===== config.mk =====
export PLATFORM = sky130hd
export DESIGN_NAME = ddr3_odt_lane_ctrl
export DESIGN_NICKNAME = d
export VERILOG_FILES = /design/src/rtl/ddr3_odt_lane_ctrl.sv
export SDC_FILE = /design/constraint.sdc
export NUM_CORES = 1
export LEC_CHECK = 0
export CAP_MARGIN = 15
export CORE_ASPECT_RATIO = 1.1
export CORE_UTILIZATION = 40
export DETAILED_ROUTE_END_ITERATION = 7
export GPL_TIMING_DRIVEN = 0
export PLACE_DENSITY = 0.69
export RECOVER_POWER = 50
export SLEW_MARGIN = 0
export SYNTH_ARGS = -nofsm -noshare
export SYNTH_HDL_FRONTEND = slang
export SYNTH_SLANG_ARGS = --single-unit

===== constraint.sdc =====
create_clock -name FAB_CLK -period 2.87 [get_ports FAB_CLK]
set_input_delay 0.287 -clock FAB_CLK [delete_from_list [all_inputs] [get_ports FAB_CLK]]
set_output_delay 0.287 -clock FAB_CLK [all_outputs]
set_load 0.03 [all_outputs]

===== src/rtl/ddr3_odt_lane_ctrl.sv =====
// ddr3_odt_lane_ctrl: per-lane DDR3 ODT burst generator (GEAR-wide TX/OE words) and delay-line trim sequencer.
// The trim sequencer exists only when ODT_LANE_TRIM_EN is defined; otherwise TRIM_DONE echoes TRIM_REQ one cycle later.
module ddr3_odt_lane_ctrl #(
  parameter int NUM_CH = 2,
  parameter int GEAR   = 4,
  parameter int LEN_W  = 6,
  parameter int TAP_W  = 7,
  parameter int SETTLE = 4
) (
  input  logic                           FAB_CLK,
  input  logic                           TX_SYNC_RST,
  input  logic [NUM_CH-1:0]              CH_EN,
  input  logic [NUM_CH-1:0]              ODT_REQ,
  input  logic [NUM_CH*$clog2(GEAR)-1:0] ODT_PHASE,
  input  logic [NUM_CH*LEN_W-1:0]        ODT_LEN,
  output logic [NUM_CH-1:0]              ODT_BUSY,
  output logic [NUM_CH-1:0]              ODT_DROP,
  output logic [NUM_CH*GEAR-1:0]         TX_DATA,
  output logic [NUM_CH*GEAR-1:0]         OE_DATA,
  input  logic [NUM_CH-1:0]              TRIM_REQ,
  input  logic [NUM_CH*TAP_W-1:0]        TRIM_TARGET,
  output logic [NUM_CH-1:0]              TRIM_DONE,
  output logic [NUM_CH-1:0]              TRIM_ERR,
  output logic [NUM_CH*TAP_W-1:0]        TAP_CUR,
  output logic [NUM_CH-1:0]              DELAY_LINE_LOAD,
  output logic [NUM_CH-1:0]              DELAY_LINE_MOVE,
  output logic [NUM_CH-1:0]              DELAY_LINE_DIRECTION,
  input  logic [NUM_CH-1:0]              DELAY_LINE_OUT_OF_RANGE
);

  localparam int PH_W  = $clog2(GEAR);
  localparam int REM_W = LEN_W + 1;
  localparam int CNT_W = $clog2(SETTLE + 1);

`ifdef ODT_LANE_TRIM_EN
  typedef enum logic [2:0] {T_IDLE, T_LOAD, T_SETTLE, T_STEP_HI, T_STEP_LO} trim_state_t;
`else
  logic w_unused_trim;
  assign w_unused_trim = &{1'b0, TRIM_TARGET, DELAY_LINE_OUT_OF_RANGE};
`endif

  genvar gi;
  generate
    for (gi = 0; gi < NUM_CH; gi++) begin : g_lane
      logic [PH_W-1:0]  w_phase;
      logic [LEN_W-1:0] w_len;
      logic             w_accept;
      logic [GEAR-1:0]  w_word;
      logic [REM_W-1:0] w_rem_next;
      logic [REM_W-1:0] r_rem;
      logic [GEAR-1:0]  r_tx;
      logic [GEAR-1:0]  r_oe;
      logic             r_busy;
      logic             r_drop;

      assign w_phase  = ODT_PHASE[gi*PH_W +: PH_W];
      assign w_len    = ODT_LEN[gi*LEN_W +: LEN_W];
      // r_busy low implies r_rem is 0, so an accepted burst never overlaps a running one
      assign w_accept = ODT_REQ[gi] && !r_busy && (w_len != '0);

      always_comb begin
        w_word     = '0;
        w_rem_next = '0;
        if (w_accept) begin
          for (int s = 0; s < GEAR; s++)
            w_word[s] = (s >= int'(w_phase)) && (s < int'(w_phase) + int'(w_len));
          if (int'(w_len) > GEAR - int'(w_phase))
            w_rem_next = REM_W'(int'(w_len) + int'(w_phase) - GEAR);
        end else begin
          for (int s = 0; s < GEAR; s++)
            w_word[s] = (s < int'(r_rem));
          if (int'(r_rem) > GEAR)
            w_rem_next = REM_W'(int'(r_rem) - GEAR);
        end
      end

      always_ff @(posedge FAB_CLK) begin
        if (TX_SYNC_RST) begin
          r_rem  <= '0;
          r_tx   <= '0;
          r_oe   <= '0;
          r_busy <= 1'b0;
          r_drop <= 1'b0;
        end else begin
          r_rem  <= w_rem_next;
          r_tx   <= w_word;
          r_oe   <= {GEAR{CH_EN[gi]}};
          r_busy <= |w_word;
          r_drop <= ODT_REQ[gi] && !w_accept;
        end
      end

      assign TX_DATA[gi*GEAR +: GEAR] = r_tx;
      assign OE_DATA[gi*GEAR +: GEAR] = r_oe;
      assign ODT_BUSY[gi]             = r_busy;
      assign ODT_DROP[gi]             = r_drop;

`ifdef ODT_LANE_TRIM_EN
      trim_state_t      r_state;
      trim_state_t      w_state_next;
      logic [TAP_W-1:0] r_target;
      logic [TAP_W-1:0] r_tap;
      logic [TAP_W:0]   w_tap_inc;
      logic [CNT_W-1:0] r_cnt;
      logic             r_err;
      logic             r_done0;
      logic             w_done;
      logic             w_err_next;
      logic             w_done0_next;
      logic             w_oor;

      assign w_oor     = DELAY_LINE_OUT_OF_RANGE[gi];
      assign w_tap_inc = {1'b0, r_tap} + (TAP_W + 1)'(1);

      always_comb begin
        w_state_next = r_state;
        w_done       = 1'b0;
        w_err_next   = 1'b0;
        w_done0_next = 1'b0;
        case (r_state)
          T_IDLE:    if (TRIM_REQ[gi]) w_state_next = T_LOAD;
          T_LOAD:    w_state_next = T_SETTLE;
          T_SETTLE: begin
            if (r_cnt == CNT_W'(SETTLE - 1)) begin
              if (r_target == '0) begin
                w_state_next = T_IDLE;
                w_done0_next = 1'b1;
              end else begin
                w_state_next = T_STEP_HI;
              end
            end
          end
          T_STEP_HI: w_state_next = T_STEP_LO;
          // Completion is reported in the final STEP_LO cycle itself; range errors a cycle later
          T_STEP_LO: begin
            if (w_oor) begin
              w_state_next = T_IDLE;
              w_err_next   = 1'b1;
            end else if (w_tap_inc == {1'b0, r_target}) begin
              w_state_next = T_IDLE;
              w_done       = 1'b1;
            end else begin
              w_state_next = T_STEP_HI;
            end
          end
          default:   w_state_next = T_IDLE;
        endcase
      end

      always_ff @(posedge FAB_CLK) begin
        if (TX_SYNC_RST) begin
          r_state  <= T_IDLE;
          r_target <= '0;
          r_tap    <= '0;
          r_cnt    <= '0;
          r_err    <= 1'b0;
          r_done0  <= 1'b0;
        end else begin
          r_state <= w_state_next;
          r_err   <= w_err_next;
          r_done0 <= w_done0_next;
          r_cnt   <= (r_state == T_SETTLE) ? r_cnt + CNT_W'(1) : '0;
          if (r_state == T_IDLE && TRIM_REQ[gi])
            r_target <= TRIM_TARGET[gi*TAP_W +: TAP_W];
          if (r_state == T_LOAD)
            r_tap <= '0;
          else if (r_state == T_STEP_LO && !w_oor)
            r_tap <= w_tap_inc[TAP_W-1:0];
        end
      end

      assign TRIM_DONE[gi]            = r_done0 | w_done;
      assign TRIM_ERR[gi]             = r_err;
      assign TAP_CUR[gi*TAP_W +: TAP_W] = r_tap;
      assign DELAY_LINE_LOAD[gi]      = (r_state == T_LOAD);
      assign DELAY_LINE_MOVE[gi]      = (r_state == T_STEP_HI);
      assign DELAY_LINE_DIRECTION[gi] = (r_state != T_IDLE);
`else
      logic r_done;

      always_ff @(posedge FAB_CLK) begin
        if (TX_SYNC_RST) r_done <= 1'b0;
        else             r_done <= TRIM_REQ[gi];
      end

      assign TRIM_DONE[gi]              = r_done;
      assign TRIM_ERR[gi]               = 1'b0;
      assign TAP_CUR[gi*TAP_W +: TAP_W] = '0;
      assign DELAY_LINE_LOAD[gi]        = 1'b0;
      assign DELAY_LINE_MOVE[gi]        = 1'b0;
      assign DELAY_LINE_DIRECTION[gi]   = 1'b0;
`endif
    end
  endgenerate

endmodule


; After elaboration in Yosys (flattened, before gate mapping)
; Index checks and enable logic that the tools add are counted.
[word_totals]
reg_bits = 30
word_cells = 74
[op_classes]
add_sub_neg = 8
n_lt_le_gt_ge = 26
mux = 8
n_reduce_logical = 20
[op_table]
columns = op, count
row1 = 3-bit by 32-bit < comparator with 1-bit output (first input constant), 4
row2 = 1-bit by 32-bit < comparator with 1-bit output (first input constant), 2
row3 = 2-bit by 32-bit < comparator with 1-bit output (first input constant), 2
row4 = 7-bit 2-to-1 mux, 6
row5 = 1-bit by 7-bit < comparator with 1-bit output (first input constant), 4
row6 = 2-bit by 7-bit < comparator with 1-bit output (first input constant), 4
row7 = 7-bit by 3-bit subtractor with 7-bit output (second input constant), 4
row8 = 6-bit by 2-bit adder with 7-bit output, 2
row9 = 7-bit by 3-bit greater-than comparator with 1-bit output (second input constant), 2
row10 = 7-bit by 4-bit greater-than comparator with 1-bit output, 2
row11 = 1-bit logical AND, 12
row12 = 6-bit nonzero test, 2
row13 = 1-bit by 2-bit >= comparator with 1-bit output (first input constant), 4
row14 = 4-bit 2-to-1 mux, 2
row15 = 4-bit OR reduction, 2
row16 = 3-bit by 2-bit subtractor with 4-bit output (first input constant), 2
row17 = 2-bit >= comparator (first input constant), 2
row18 = 1-bit logical NOT, 4

; Depth between registers and ports, before layout
; Gate-level depths: netlist of run 1.
[depth]
word_depth = 5
mapped_depth = 11
ltp_nobuf = 11

; Least setup slack after synthesis of run 1
; Ideal clock, no wire load.
[synth_path]
path_type = input-to-reg
startpoint = input port ODT_PHASE[2]
endpoint = register g_lane[1].r_busy
setup_time_ns = 0.127
t_arrival_ns = 2.222
t_required_ns = 2.743
path_slack_ns = 0.521
cell_stages = 9
path_cell_list = ha_1 > fa_1 > xnor2_1 > ha_1 > inv_1 > nor2_1 > nand4b_1 > a32o_1 > or3_1
[synth_via]
elab_chain_len = 5
word_cells_on_any_way = 13
[synth_rtl]
columns = element, line_no
row1 = from (decl), 14  ; input logic [NUM_CH*$clog2(GEAR)-1:0] ODT_PHASE,
row2 = 6-bit by 2-bit adder with 7-bit output, 66  ; w_word[s] = (s >= int'(w_phase)) && (s < int'(w_phase) + int'(w_len));
row3 = 1-bit by 32-bit < comparator with 1-bit output (tied with other cells), 66
row4 = 1-bit logical AND, 66
row5 = 4-bit 2-to-1 mux (*), 64  ; if (w_accept) begin
row6 = 4-bit OR reduction (*), 88  ; r_busy <= |w_word;
row7 = to (signal assigned), 88
row8 = to (decl), 53  ; logic r_busy;
; Every way passes the cells marked *; elsewhere a longest branch is shown, timed or not.
; A chain may end at the register's enable or synchronous reset.

; Final worst setup path of run 1
[layout_path]
startpoint = input port ODT_LEN[0]
endpoint = register g_lane[0].r_rem[6]
[layout_via]
elab_chain_len = 4
word_cells_on_any_way = 7
[layout_rtl]
columns = element, line_no
row1 = from (decl), 15  ; input logic [NUM_CH*LEN_W-1:0] ODT_LEN,
row2 = 6-bit by 2-bit adder with 7-bit output, 68  ; w_rem_next = REM_W'(int'(w_len) + int'(w_phase) - GEAR);
row3 = 7-bit by 3-bit subtractor with 7-bit output, 68
row4 = 7-bit 2-to-1 mux, 67  ; if (int'(w_len) > GEAR - int'(w_phase))
row5 = 7-bit 2-to-1 mux (*), 64
row6 = to (signal assigned), 85  ; r_rem <= w_rem_next;
row7 = to (decl), 50  ; logic [REM_W-1:0] r_rem;
; Marked as above.

==> reports/results.ini, run 1 <==
[finish]
n_antenna_cell=0
area_growth_pct=30.3
final_cell_mix=buf_4 (34), dfxtp_1 (30), nor2_1 (27)
post_route_cells_drive_above_1_share=0.167
finalInstanceArea_sq_mm=0.00307
fin_nets=423
final_common_cell=buf_4
utilization=0.555

[synthesis]
syn_area_per_cell_sq_um=8.21
synthCells=287
synthArstFlopShare=0
yosys_warnings=0
ys_dominant_reg_cell=dfxtp_1
synth_area_sq_mm=0.00236
ys_types=53
synth_edf_count=0
synth-seq-cells=30
yosysSeqAreaShare=0.255

[grt]
grt_max_degree=11
antenna_found_initial=0
grt.total_usage=0.163
grt_pass1_vias=1812
grt_pass1_wl_mm=7.72
grt_overflow_total=0

[timing]
slew-limit-headroom=0.601
post-route-period-util=0.944
tns_ns=0
setup_ws_ns=0.161
worstMarginPinSlew_ns=0.594
final_max_slew_viol_count=0
hold_viol=0
whs_ns=0.526
finClkSkew_ns=0.00244
fmax_mhz=369
finalSetupViolCount=0
min_period_ns=2.71
rsz0062_at_grt=false

[critical_path]
r2r_cells=5
arrival_ns=2.85
crit_type=in -> reg
r2r_slack_ns=1.08
r2r-start=g_lane[1].r_rem[6]
crit_start=ODT_LEN[0]
r2r_end=g_lane[1].r_busy
start_kind=input pin
setup.worst_path.end_class=register
crit_fanout=5
cp_data_required_time_ns=3.01

[route]
highest_layer=met4
vias_per_cell=4.83
drt-total-wl_mm=4.91
drc=0
dr_wl_met3_um=365
wl_met1_mm=2.24
ant_nets=0
vias=2095
dr_wl_met2_mm=2.28
first_iter_violations=62
drtPass1Iterations=4
wl_per_cell_um=11.3

[clock_network]
clk_pin_slew_worst_paths_ns=0.06
cts_sinks=30
htreeDepth=2
cts.path.max_buffers=2
cts_tree=done
cts_hold_buf=0
post-cts-setup-buffer-count=0
cts-buffers-inserted=5
insertion_delay_ns=0.27
root_buffer=clkbuf_8

[flow_run]
drv_cap=0

[worst_hold_path]
holdPathEnd=g_lane[0].r_rem[0]
holdCritStartpoint=g_lane[0].r_rem[0]
min_path_cells=2
hold_path.class=reg -> reg

[floorplan]
fp.dieH_um=82.5
fp.dieArea_sq_mm=0.00620
ios=84
rows=28
die_w_um=75.2
initial_core_util=0.426
core-area_sq_mm=0.00554

[placed_design]
gp_congestion=0.851
dpl-instance-area_sq_mm=0.00296
dp_slack_ns=-0.300
hpwlAfterDp_mm=3.97
port-buffer-count=43

[power]
powerDensity_mw_per_mm2=669
p_leak_nw=1.40
irDropWorstVdd_mv=0.306

[run_status]
status=finished, final reports clean

## synthesized netlist by cell type (2+ instances only)
cell / number / area [sq um]
buf_4: 34 / 255
dfxtp_1: 30 / 601
nor2_1: 27 / 101
inv_1: 26 / 97.6
ha_1: 23 / 288
nand2_1: 12 / 45.0
a21oi_1: 11 / 55.1
a32oi_1: 10 / 87.6
nor3_1: 10 / 50.1
xnor2_1: 9 / 78.8
o21ai_0: 8 / 40.0
nor2b_1: 7 / 43.8
nand3_1: 6 / 30.0
xor2_1: 6 / 52.6
nand2b_1: 5 / 31.3
a211oi_1: 4 / 30.0
a21o_1: 4 / 30.0
buf_2: 4 / 20.0
a31oi_1: 3 / 18.8
clkbuf_1: 3 / 11.3
nand3b_1: 3 / 22.5
o32ai_1: 3 / 26.3
a21boi_0: 2 / 15.0
and3_1: 2 / 12.5
fa_1: 2 / 40.0
nand4_1: 2 / 12.5
nor3b_1: 2 / 15.0
o21ai_1: 2 / 10.0
o31ai_1: 2 / 15.0
or3_1: 2 / 12.5
## state kept, by name (all words and copies together) (netlist names)
register and cells:
g_lane.r_busy 2, g_lane.r_oe 2, g_lane.r_tx 8, g_lane.r_rem 14, g_lane.r_drop 2, g_lane.r_done 2
## kinds of logic (layout without fill, tap and decap cells)
group	count (synthesis)	after routing	share of synthesized area
adder cells (fa/ha/maj)	25	25	0.139
buffers and inverters	68	119	0.165
other	1	22	0.00159
flip-flops	30	30	0.255
AO/OA/AOI/OAI	63	63	0.197
multiplexers	1	1	0.00425
AND/OR/NAND/NOR	84	84	0.182
XOR/XNOR	15	15	0.0558
## how the worst max path moves through the flow
| stage | end | cells past startpoint |
|---|---|---|
| 3_5_place_dp | g_lane[0].r_busy | 12 |
| 5_1_grt | g_lane[0].r_rem[6] | 11 |
| 3_3_place_gp | g_lane[0].r_busy | 12 |
| 2_1_floorplan | g_lane[1].r_busy | 9 |
| 4_1_cts | g_lane[1].r_busy | 9 |
| 6_report | g_lane[0].r_rem[6] | 11 |
## area by class of cell
class,instances,area [sq um]
repair buffers,43,433
plain buffers,42,292
inverters,26,97.6
clock buffers,7,86.3
clock inverters,1,5.00
fillers,572,2460
flip-flops and latches,30,601
multi-input cells,210,1460
well taps,75,93.8
## report_power, final
part           switching, mW  total (mW)  internal (mW)
Sequential            0.0637       0.603          0.539
Clock                  0.147       0.340          0.193
Combinational          0.631        1.11          0.480
## timing repair
action	CTS	global route
gates resized for setup	1	5
endpoints found under the hold margin	0	0
setup endpoints to repair	1	8
## critical path: stages
cell and delay (ns):
clkdlybuf4s50_1 0.50, ha_1 0.21, inv_1 0.07, fa_2 0.38, nor2b_1 0.16, or2_2 0.33
ha_1 0.23, nor2b_2 0.18, a22o_1 0.25, a32oi_1 0.19, nor2_1 0.06
## stage by stage
stage,std cells,power [mW]
after global placement,426,1.72
after detailed placement,426,1.74
after global routing,434,2.20
final,434,2.05
after CTS,434,2.09
after floorplan,308,1.43
## routing by layer
layer	GRT usage	vias up
li1	-	1088
met1	0.194	929
met2	0.284	73
met3	0.0437	5
met4	0.0500	0
met5	0	-
Note: power is estimated with default switching activity, not from simulation.
==> inputs of run 2 (changes only) <==
MAX_ROUTING_LAYER = met4   (was not set)
==> run 2 against run 1 <==
Worst setup slack about the same. Cell count stayed put. Register-to-register slack about the same. Critical endpoint unchanged. Largest power group unchanged. Highest routed layer unchanged.
==> reports/results.ini, run 2 (synthesis results as in run 1) <==
[clock_network]
clk_pin_slew_worst_paths_ns=0.06  ; about the same
cts_hold_buf=0  ; unchanged
cts_tree=done
cts-buffers-inserted=5  ; unchanged
root_buffer=clkbuf_8
cts.path.max_buffers=2  ; unchanged
htreeDepth=2  ; unchanged
insertion_delay_ns=0.27  ; about the same
cts_sinks=30  ; unchanged
ctsResizeCount=1  ; unchanged
post-cts-setup-buffer-count=0  ; unchanged

[finish]
final_common_cell=buf_4
area_growth_pct=30.3  ; unchanged
final_cell_mix=buf_4 (34), dfxtp_1 (30), nor2_1 (27)
max_flop_register=g_lane.r_rem
n_fill_cell=572  ; unchanged
largest_register_ffs=14  ; unchanged
fin_nets=423  ; unchanged
n_antenna_cell=0  ; unchanged
top_regs=g_lane.r_rem (14), g_lane.r_tx (8)
post_route_cells_drive_above_1_share=0.167  ; unchanged

[timing]
slew-limit-headroom=0.601  ; about the same
worstMarginPinSlew_ns=0.594  ; -0.0000184 ns
rsz0062_at_grt=false
hold_viol=0  ; unchanged
final_max_slew_viol_count=0  ; unchanged
finClkSkew_ns=0.00244  ; -0.0000000300 ns
min_period_ns=2.71  ; +0.00000500 ns
setup_ws_ns=0.161  ; -0.00000500 ns
tns_ns=0  ; unchanged
post-route-period-util=0.944  ; about the same
fmax_mhz=369  ; about the same
finalSetupViolCount=0  ; unchanged

[grt]
grt_pass1_vias=1813  ; +0.055%
grt_max_degree=11  ; unchanged
grt_pass1_wl_mm=7.71  ; about the same
grt_overflow_total=0  ; unchanged
grt.total_usage=0.167  ; +0.00460
antenna_found_initial=0  ; unchanged

[critical_path]
r2r_slack_ns=1.08  ; about the same
crit_type=in -> reg
setup.worst_path.end_class=register
start_kind=input pin
crit_fanout=5  ; unchanged
cp_data_required_time_ns=3.01  ; about the same
arrival_ns=2.85  ; about the same

[route]
first_iter_violations=63  ; +1.6%
drt-total-wl_mm=4.91  ; about the same
vias=2095  ; unchanged
vias_per_cell=4.83  ; unchanged
ant_nets=0  ; unchanged
drtPass1Iterations=4  ; unchanged
wl_per_cell_um=11.3  ; about the same
drc=0  ; unchanged

[floorplan]
die_w_um=75.2  ; unchanged
fp.dieArea_sq_mm=0.00620  ; unchanged
initial_core_util=0.426  ; unchanged
core-area_sq_mm=0.00554  ; unchanged
ios=84  ; unchanged
rows=28  ; unchanged
fp.dieH_um=82.5  ; unchanged

[flow_run]
drv_cap=0  ; unchanged

[power]
irDropWorstVdd_mv=0.306  ; about the same
powerDensity_mw_per_mm2=669  ; about the same
p_leak_nw=1.40  ; unchanged

[run_status]
status=finished, final reports clean

[worst_hold_path]
hold_path.class=reg -> reg

[placed_design]
dp_slack_ns=-0.300  ; unchanged
gp_congestion=0.865  ; +1.6%
hpwlAfterDp_mm=3.97  ; unchanged
port-buffer-count=43  ; unchanged

==> run 2: cell counts in the layout (fill, tap and decap cells not counted) <==
Identical to the previous run, type by type.
==> run 2: power breakdown <==
group	switching, mW	internal, mW	leakage [nW]
Clock	0.147	0.193	0.0482
Sequential	0.0637	0.539	0.249
Combinational	0.631	0.480	1.10
Total	0.842	1.21	1.40
==> run 2: worst max-delay path, cell delays in order <==
cell and delay, ns:
clkdlybuf4s50_1 0.50, ha_1 0.21, inv_1 0.07, fa_2 0.38
nor2b_1 0.16, or2_2 0.33, ha_1 0.23, nor2b_2 0.18
a22o_1 0.25, a32oi_1 0.19, nor2_1 0.06
==> run 2: final timing paths <==
check / from / endpoint / depth (start not counted)
max: ODT_LEN[0] / g_lane[0].r_rem[6] / 11
max reg2reg: g_lane[1].r_rem[6] / g_lane[1].r_busy / 5
min: g_lane[0].r_rem[0] / g_lane[0].r_rem[0] / 2
min reg2reg: g_lane[0].r_rem[0] / g_lane[0].r_rem[0] / 2
==> run 2: through the flow <==
stage               cells  hold WS, ns  power (mW)  area (sq um)   util
floorplan             308        0.409        1.43          2430      -
global placement      426        0.512        1.72          2960  0.535
detailed placement    426        0.503        1.74          2960  0.535
CTS                   434        0.521        2.09          3050  0.552
global route          434        0.539        2.20          3070  0.555
finish                434        0.526        2.05          3070  0.555
==> run 2: layout make-up <==
cell class | instances | area, sq um | area share
clock inverters | 1 | 5.00 | 0.00163
plain buffers | 42 | 292 | 0.0949
repair buffers | 43 | 433 | 0.141
clock buffers | 7 | 86.3 | 0.0281
inverters | 26 | 97.6 | 0.0318
flip-flops and latches | 30 | 601 | 0.196
multi-input cells | 210 | 1460 | 0.476
well taps | 75 | 93.8 | 0.0306
==> run 2: metal layers <==
layer,track usage,share of wire,wire length [um],vias up
li1,-,-,-,1088
met1,0.194,0.45,2230,929
met2,0.284,0.46,2280,73
met3,0.0437,0.075,368,5
met4,0.0500,0.0063,31,0
met5,-,0,0,-
